[config.mk]
export PLATFORM = sky130hd
export DESIGN_NAME = pwm_ramp_ctrl
export DESIGN_NICKNAME = d
export VERILOG_FILES = /design/src/rtl/pwm_pkg.sv /design/src/rtl/pwm_ramp_step.sv /design/src/rtl/pwm_ramp_ctrl.sv
export SDC_FILE = /design/constraint.sdc
export NUM_CORES = 1
export LEC_CHECK = 0
export BUFFER_PORTS_ARGS = -buffer_cell sky130_fd_sc_hd__buf_2
export CAP_MARGIN = 20
export CORE_MARGIN = 2
export CORE_UTILIZATION = 57
export CTS_CLUSTER_DIAMETER = 40
export DETAILED_ROUTE_END_ITERATION = 8
export PLACE_DENSITY_LB_ADDON = 0.05
export SLEW_MARGIN = 10
export SYNTH_ARGS = -nofsm -noshare
export SYNTH_HDL_FRONTEND = slang
export SYNTH_HIERARCHICAL = 1
export SYNTH_SLANG_ARGS = --single-unit
[constraint.sdc]
create_clock -name clk -period 3.1 [get_ports clk]
set_clock_uncertainty 0.15 [all_clocks]
set_input_delay 0 -clock clk [delete_from_list [all_inputs] [get_ports clk]]
set_output_delay 0 -clock clk [all_outputs]
set_load 0.02 [all_outputs]
[src/rtl/pwm_pkg.sv]
// Shared types for the PWM duty sequencer: controller state encoding and duty word.
package pwm_pkg;

    // Default duty width; instances may override DUTY_W on the controller.
    localparam int unsigned DutyWDefault = 8;

    typedef logic [DutyWDefault-1:0] duty_t;

    // Encoding is visible on state_o, so values are pinned explicitly.
    typedef enum logic [1:0] {
        StOff   = 2'd0,
        StStart = 2'd1,
        StRun   = 2'd2,
        StStop  = 2'd3
    } pwm_ctrl_state_e;

endpackage

[src/rtl/pwm_ramp_step.sv]
// Combinational single-channel ramp step: moves cur toward eff by at most STEP,
// landing exactly on eff instead of overshooting.
module pwm_ramp_step
    import pwm_pkg::*;
#(
    parameter int unsigned DUTY_W = 8,
    parameter int unsigned STEP   = 1
) (
    input  logic [DUTY_W-1:0] cur,
    input  logic [DUTY_W-1:0] eff,
    output logic [DUTY_W-1:0] nxt
);

    localparam logic [DUTY_W:0]   StepWide = (DUTY_W + 1)'(STEP);
    localparam logic [DUTY_W-1:0] StepNarrow = DUTY_W'(STEP);

    // One extra bit so the distance never wraps.
    logic [DUTY_W:0] dist_up;
    logic [DUTY_W:0] dist_dn;

    assign dist_up = {1'b0, eff} - {1'b0, cur};
    assign dist_dn = {1'b0, cur} - {1'b0, eff};

    // Step toward eff; a full STEP is only taken when it stays short of eff.
    always_comb begin
        nxt = cur;
        if (cur < eff) begin
            nxt = (dist_up > StepWide) ? cur + StepNarrow : eff;
        end else if (cur > eff) begin
            nxt = (dist_dn > StepWide) ? cur - StepNarrow : eff;
        end
    end

endmodule

[src/rtl/pwm_ramp_ctrl.sv]
// Multi-channel PWM duty sequencer with soft-start/soft-stop.
// Build option: define PWM_RAMP_EN for stepped ramping (STEP per RAMP_DIV periods);
// without it every period_end applies the effective target directly.
module pwm_ramp_ctrl
    import pwm_pkg::*;
#(
    parameter int unsigned N_CH     = 4,
    parameter int unsigned DUTY_W   = 8,
    parameter int unsigned STEP     = 1,
    parameter int unsigned RAMP_DIV = 4,
    localparam int unsigned CH_W    = (N_CH > 1) ? $clog2(N_CH) : 1
) (
    input  logic                     clk,
    input  logic                     rst_n,
    input  logic                     en,
    input  logic                     period_end,
    input  logic                     wr_valid,
    output logic                     wr_ready,
    input  logic [CH_W-1:0]          wr_ch,
    input  logic [DUTY_W-1:0]        wr_duty,
    output logic [N_CH*DUTY_W-1:0]   duty_o,
    output logic                     pwm_en,
    output logic                     busy,
    output logic [1:0]               state_o
);

    logic [DUTY_W-1:0] tgt_q [N_CH];
    logic [DUTY_W-1:0] cur_q [N_CH];
    logic [DUTY_W-1:0] cur_d [N_CH];
    logic [DUTY_W-1:0] eff   [N_CH];

    pwm_ctrl_state_e state_q;
    logic            pwm_en_q;
    logic            busy_q;
    logic            wr_ready_q;
    logic            tick;
    logic            eff_on;
    logic            all_eq;
    logic            all_zero;

    assign eff_on = (state_q == StStart) || (state_q == StRun);

    // Effective target follows the host target only while powering up or running.
    always_comb begin
        for (int i = 0; i < N_CH; i++) begin
            eff[i] = eff_on ? tgt_q[i] : '0;
        end
    end

    // Completion flags are taken from the registered duties.
    always_comb begin
        all_eq   = 1'b1;
        all_zero = 1'b1;
        for (int i = 0; i < N_CH; i++) begin
            if (cur_q[i] != eff[i]) all_eq = 1'b0;
            if (cur_q[i] != '0)     all_zero = 1'b0;
        end
    end

    // Host target registers; out-of-range channel indices match no register.
    always_ff @(posedge clk or negedge rst_n) begin
        if (!rst_n) begin
            for (int i = 0; i < N_CH; i++) tgt_q[i] <= '0;
        end else begin
            for (int i = 0; i < N_CH; i++) begin
                if (wr_valid && wr_ready_q && (wr_ch == CH_W'(i))) tgt_q[i] <= wr_duty;
            end
        end
    end

`ifdef PWM_RAMP_EN
    localparam int unsigned DIV_W = (RAMP_DIV > 1) ? $clog2(RAMP_DIV) : 1;
    localparam logic [DIV_W-1:0] DivLast = DIV_W'(RAMP_DIV - 1);

    logic [DIV_W-1:0] div_q;

    assign tick = period_end && (div_q == DivLast);

    // Period prescaler; parked at 0 while off so each start begins a fresh count.
    always_ff @(posedge clk or negedge rst_n) begin
        if (!rst_n) begin
            div_q <= '0;
        end else if (state_q == StOff) begin
            div_q <= '0;
        end else if (period_end) begin
            div_q <= (div_q == DivLast) ? '0 : div_q + 1'b1;
        end
    end

    for (genvar g = 0; g < N_CH; g++) begin : g_step
        pwm_ramp_step #(
            .DUTY_W (DUTY_W),
            .STEP   (STEP)
        ) u_step (
            .cur (cur_q[g]),
            .eff (eff[g]),
            .nxt (cur_d[g])
        );
    end
`else
    // Without ramping every period boundary jumps straight to the effective target.
    assign tick = period_end;

    for (genvar g = 0; g < N_CH; g++) begin : g_direct
        assign cur_d[g] = eff[g];
    end

    logic [31:0] unused_cfg;
    assign unused_cfg = STEP ^ RAMP_DIV;
`endif

    // Applied duties only change on a tick, i.e. on a period boundary.
    always_ff @(posedge clk or negedge rst_n) begin
        if (!rst_n) begin
            for (int i = 0; i < N_CH; i++) cur_q[i] <= '0;
        end else if (tick) begin
            for (int i = 0; i < N_CH; i++) cur_q[i] <= cur_d[i];
        end
    end

    // Sequencing FSM plus its registered status outputs.
    always_ff @(posedge clk or negedge rst_n) begin
        if (!rst_n) begin
            state_q    <= StOff;
            pwm_en_q   <= 1'b0;
            busy_q     <= 1'b0;
            wr_ready_q <= 1'b0;
        end else begin
            wr_ready_q <= 1'b1;
            pwm_en_q   <= (state_q != StOff);
            busy_q     <= !all_eq;
            case (state_q)
                StOff: begin
                    if (en) state_q <= StStart;
                end
                StStart: begin
                    if (!en)        state_q <= StStop;
                    else if (all_eq) state_q <= StRun;
                end
                StRun: begin
                    if (!en) state_q <= StStop;
                end
                StStop: begin
                    if (en)            state_q <= StStart;
                    else if (all_zero) state_q <= StOff;
                end
                default: state_q <= StOff;
            endcase
        end
    end

    for (genvar g = 0; g < N_CH; g++) begin : g_out
        assign duty_o[g*DUTY_W +: DUTY_W] = cur_q[g];
    end

    assign wr_ready = wr_ready_q;
    assign pwm_en   = pwm_en_q;
    assign busy     = busy_q;
    assign state_o  = state_q;

endmodule

==> flow_metrics.tcl, run 1 <==
set metrics [dict create \
    status "completed" \
    fin_util_pct 67.6 \
    worstPathArrival_ns 2.78 \
    multi_input_area_mm2 0.00173 \
    pwr-share-comb_pct 47.8 \
    syn-num-nets 387 \
    critical_path_required_ns 3.19 \
    fmax_ghz 0.373 \
    grt_usage_pct 25.3 \
    finalNetCount 446 \
    clkSinkCount 69 \
    vias 3093 \
    finalSetupViolations 0 \
    fillers 514 \
    drt_wl_total_um 8750 \
    firstDrtPassIters 4 \
    root_buffer "clkbuf_8" \
    slew_violations 0 \
    setup.worst_path.start_class "register" \
    min_period_ns 2.68 \
    layout_commonest_cell "dfrtp_1" \
    drt-initial-drc-count 195 \
    cts_tree "yes" \
    synth-seq-cells 69 \
    yosys_warnings 6 \
    p_seq_share_pct 36.2 \
    antenna_cells 0 \
    die_h_um 84.4 \
    crit_family "simple AND/OR/NAND/NOR gates" \
    wl_per_cell_um 17.2 \
    p_clk_share_pct 16.0 \
    cts.htree.levels 3 \
    postRouteAntennaNets 0 \
    tightest_slew_ns 1.00 \
    critical-path-max-stage-delay_ns 0.46 \
    swShare_pct 46.3 \
    ys_seq_area_share_pct 46.9 \
    drc 0 \
    overflow 0 \
    drv_cap 0 \
    io_buffers 51 \
    synth_cell_types 33 \
    cp_max_fo 27 \
    post_cts_buffers 0 \
    clk_path_buf_depth 2 \
    critPathKind "register to register" \
    dieWidth_um 84.4 \
    crit_chain "inv_1, ha_2, buf_4, nand4b_1, o22ai_1, o22ai_1, nor4_4, nand2_2, o311ai_2" \
    rows 29 \
    dpl.hpwl_um 5800 \
    synth_cells 367 \
    start_util_pct 58.3 \
    period_share_pct 86.6 \
    final_cell_mix "dfrtp_1 (69), buf_2 (51), nand3_1 (50)" \
    slowest_stage "dfrtp_1" \
    dp.cells 482 \
    ios 52 \
    syn_area_mm2 0.00368 \
    ir_drop_mv 0.918 \
    finalHoldViolCount 0 \
    clk_latency_ns 0.34 \
    grt_setup_unrepaired "no" \
    vias_per_cell 6.09 \
    die_area_mm2 0.00712 \
    switching_power_mw 2.13 \
    clk_pin_slew_worst_paths_ns 0.07 \
    timing.slew.headroom_pct 33.4 \
    fin_cells 508 \
    end_kind "register" \
    tns_ns 0 \
    synth.avg_cell_area_um2 10.0 \
    leakage_nw 1.91 \
    intPower_mw 2.47 \
    grt_pass1_wl_um 14100 \
    path_common_cell "o22ai_1" \
    antenna_found_initial 0 \
    pwr_density_cell_mw_per_mm2 1080 \
    core_mm2 0.00631 \
    hold_ws_ns 0.0301 \
    drive_above_1_share_pct 24.6 \
    crit_buf_inv 2 \
    hold_class "input port to register" \
    grt_max_degree 70 \
    total_power_mw 4.60 \
    place.gp.congestion 0.781 \
    area_delta_synth_final_pct 15.9 \
    seq_area_mm2 0.00173 \
    cts_made_buffers 9 \
    grt_pass1_vias 2859 \
]
## cell type report
class | instances | area share (%)
clock inverters | 4 | 1.11
flip-flops and latches | 69 | 40.4
well taps | 77 | 2.26
inverters | 36 | 3.17
clock buffers | 12 | 3.40
multi-input cells | 246 | 40.5
repair buffers | 64 | 9.14
## final timing paths
path,cells after the start,endpoint,start,slack (ns)
max,9,state_o[1],state_o[1],0.42
min,3,tgt_q[31],wr_ch[0],0.03
max reg2reg,9,state_o[1],state_o[1],0.42
min reg2reg,2,duty_o[13],tgt_q[21],0.43
max in group asynchronous,3,duty_o[6],rst_n,2.00
min in group asynchronous,3,duty_o[28],rst_n,0.22
## cells by family after synthesis
| group | count (synthesis) | synth area share, % |
|---|---|---|
| AND/OR/NAND/NOR | 113 | 19.1 |
| buffers and inverters | 52 | 6.25 |
| other | 1 | 0.102 |
| adder cells (fa/ha/maj) | 5 | 1.70 |
| flip-flops | 69 | 46.9 |
| AO/OA/AOI/OAI | 79 | 12.4 |
| multiplexers | 32 | 9.79 |
| XOR/XNOR | 16 | 3.81 |
## per-stage QoR
step	area (um^2)	setup WS (ns)
global route	4270	0.261
floorplan	3680	0.653
finish	4270	0.416
detailed placement	3980	0.469
CTS	4270	0.449
global placement	3980	0.587
## synthesized netlist by cell type
master / instances / area, um^2
o311ai_2: 1 / 16.3
a311oi_1: 2 / 17.5
ha_1: 5 / 62.6
nand3_1: 50 / 250
nor2b_1: 1 / 6.26
inv_1: 36 / 135
a211o_1: 2 / 17.5
and2_1: 1 / 6.26
a2111oi_0: 1 / 8.76
dfrtp_1: 69 / 1730
conb_1: 1 / 3.75
and3_1: 17 / 106
o21ai_0: 49 / 245
nor2_1: 3 / 11.3
xor2_1: 16 / 140
nor3_2: 1 / 10.0
nand2b_1: 1 / 6.26
nand2_1: 5 / 18.8
nand4b_1: 16 / 140
buf_1: 5 / 18.8
nor4_1: 8 / 50.1
clkbuf_1: 5 / 18.8
and3b_1: 1 / 8.76
nand2_2: 1 / 6.26
buf_2: 1 / 5.00
buf_6: 4 / 45.0
mux2_2: 32 / 360
buf_4: 1 / 7.51
o22ai_1: 24 / 150
nor4_4: 2 / 42.5
nand4bb_1: 1 / 11.3
nand4_1: 3 / 18.8
nor3_1: 2 / 10.0
## flip-flops by register name, indices dropped and copies added, names as in the netlist
name      cells
pwm_en        1
state_o       2
busy          1
duty_o       32
wr_ready      1
tgt_q        32
## tightest hold or removal path, cell delays in order
cell and delay, ns:
buf_2 0.11, nor3_2 0.13, mux2_2 0.25
## per-layer routing
metal / GRT usage [%] / wire, um / vias to the layer above
met5: 0 / 0 / -
met2: 38.9 / 4020 / 100
met4: 12.6 / 237 / 0
met1: 34.8 / 4030 / 1513
li1: - / - / 1457
met3: 4.42 / 456 / 23
## power groups by stage
stage | clock [mW] | sequential, mW | combinational (mW)
after global routing | 0.781 | 1.72 | 2.42
after CTS | 0.744 | 1.65 | 2.19
after detailed placement | 0 | 1.66 | 2.17
after global placement | 0 | 1.65 | 2.13
after floorplan | 0 | 1.83 | 1.42
final | 0.735 | 1.67 | 2.20
## what timing repair did
item                      4_1_cts  5_1_grt
gates resized for setup         0        0
hold endpoints to repair      103        0
hold buffers                   10        0
No activity file was read; power rests on OpenSTA's default activity.
==> run 2: changes to the inputs <==
Settings changed: CORE_UTILIZATION 57 to 30.
==> run 2 against run 1 <==
Maximum frequency fell by 2.4%. Flip-flop and latch count did not move. Clock power increased by 35%. Setup slack worse by 0.067 ns. Via count shrank 2.1%. Critical path depth unchanged. Cell count rose by 14%. Global-route usage fell by 8.8 points. Utilization decreased by 30 points. Total power grew 8.3%. Combinational power rose by 5%. Worst hold slack improved by 0.096 ns. Critical path type unchanged. Highest routed layer unchanged.
==> flow_metrics.tcl, run 2 (synthesized netlist as in run 1, its figures left out) <==
set metrics [dict create \
    status "completed" \
    vias 3027 \
    pwr-share-comb_pct 46.3 \
    grt_usage_pct 16.5 \
    path_common_cell "o22ai_1" \
    start_util_pct 30.7 \
    layout_commonest_cell "dfrtp_1" \
    finalNetCount 448 \
    cts.htree.levels 3 \
    drt-initial-drc-count 220 \
    fillers 1242 \
    slowest_stage "ha_2" \
    timing.slew.headroom_pct 31.4 \
    pwr_density_cell_mw_per_mm2 1110 \
    drv_cap 0 \
    grt_pass1_vias 2778 \
    clk_path_buf_depth 2 \
    grt_pass1_wl_um 16000 \
    cp_max_fo 36 \
    antenna_found_initial 0 \
    drc 0 \
    min_period_ns 2.75 \
    seq_area_mm2 0.00173 \
    end_kind "register" \
    critical_path_required_ns 3.20 \
    wl_per_cell_um 17.8 \
    post_cts_resized 0 \
    die_h_um 115 \
    crit_chain "inv_1, ha_2, buf_12, nand4b_1, o22ai_1, o22ai_1, nor4_4, nand2_2, o311ai_2" \
    postRouteAntennaNets 0 \
    drt_wl_total_um 10300 \
    fin_util_pct 37.2 \
    grt_setup_unrepaired "no" \
    ios 52 \
    p_clk_share_pct 19.9 \
    critical-path-max-stage-delay_ns 0.52 \
    finalSetupViolations 0 \
    area_delta_synth_final_pct 21.5 \
    slew_violations 0 \
    worstPathArrival_ns 2.85 \
    overflow 0 \
    dp_worst_setup_slack_ns 0.368 \
    p_seq_share_pct 33.8 \
    route.met3.wl_um 451 \
    root_buffer "clkbuf_16" \
    dieWidth_um 115 \
    route.met2.wl_um 4720 \
    drt-met1-wl_um 4940 \
    total_power_mw 4.99 \
    swShare_pct 44.8 \
    period_share_pct 88.8 \
    fin_ws_ns 0.349 \
    antenna_cells 0 \
    rows 40 \
    tns_ns 0 \
    cts_made_buffers 9 \
    place.gp.congestion 0.740 \
    clk_pin_slew_worst_paths_ns 0.06 \
    switching_power_mw 2.23 \
    setup.worst_path.start_class "register" \
    cts_tree "yes" \
    tightest_slew_ns 1.03 \
    vias_per_cell 5.23 \
    leakage_nw 1.97 \
    firstDrtPassIters 4 \
    dr.max_layer_used "met4" \
    fin_cells 579 \
    core_mm2 0.0120 \
    dpl.hpwl_um 6990 \
    multi_input_area_mm2 0.00173 \
    dp.cells 554 \
    intPower_mw 2.75 \
    critPathKind "register to register" \
    ir_drop_mv 0.348 \
    die_area_mm2 0.0132 \
    grt_max_degree 70 \
    io_buffers 51 \
    fmax_ghz 0.363 \
    clk_latency_ns 0.34 \
    final_cell_mix "dfrtp_1 (69), nand3_1 (50), buf_2 (50)" \
    drive_above_1_share_pct 24.8 \
    clkSinkCount 69 \
    finalHoldViolCount 0 \
    hold_class "input port to register" \
]
run 2: final timing paths:
path / startpoint / endpoint / slack [ns] / cells after the start
max in group asynchronous: rst_n / duty_o[6] / 2.02 / 2
min: wr_ch[1] / tgt_q[25] / 0.13 / 4
max reg2reg: state_o[1] / state_o[1] / 0.35 / 9
max: state_o[1] / state_o[1] / 0.35 / 9
min in group asynchronous: rst_n / duty_o[28] / 0.19 / 2
min reg2reg: tgt_q[15] / duty_o[23] / 0.42 / 2
run 2: critical path: cells and delay by family (launching register included):
| family | cells | cell delay [ns] |
|---|---|---|
| AO/OA/AOI/OAI | 3 | 0.56 |
| adder cells (fa/ha/maj) | 1 | 0.52 |
| buffers and inverters | 2 | 0.34 |
| flip-flops | 1 | 0.44 |
| AND/OR/NAND/NOR | 3 | 0.62 |
run 2: area by class of cell:
| cell class | count | share of cell area (%) |
|---|---|---|
| Clock buffer | 14 | 6.13 |
| Sequential cell | 69 | 38.6 |
| Clock inverter | 1 | 0.112 |
| Tap cell | 147 | 4.11 |
| Multi-Input combinational cell | 246 | 38.6 |
| Timing Repair Buffer | 66 | 9.40 |
| Inverter | 36 | 3.02 |
run 2: power groups by stage:
stage,logic (mW),registers [mW],clock network [mW]
after global placement,2.33,1.69,0
after detailed placement,2.31,1.70,0
after global routing,2.54,1.75,1.06
final,2.31,1.69,0.990
after floorplan,1.42,1.83,0
after CTS,2.33,1.68,1.02
run 2: per-layer routing:
layer | global-route usage, % | vias to the layer above
li1 | - | 1472
met1 | 22.9 | 1483
met2 | 25.0 | 59
met3 | 4.59 | 13
met4 | 5.70 | 0
met5 | 0 | -
run 2: repair_timing:
item | CTS | global route
endpoints found under the hold margin | 103 | 0
setup endpoints to repair | 0 | 0
hold buffers | 10 | 0
setup buffers | 0 | 0
run 2: stage by stage:
stage          hold slack [ns]  cell area (um^2)
2_1_floorplan           -0.446              3680
6_report                 0.126              4470
3_5_place_dp            0.0649              4090
4_1_cts                  0.112              4470
3_3_place_gp            0.0589              4090
5_1_grt                  0.140              4470
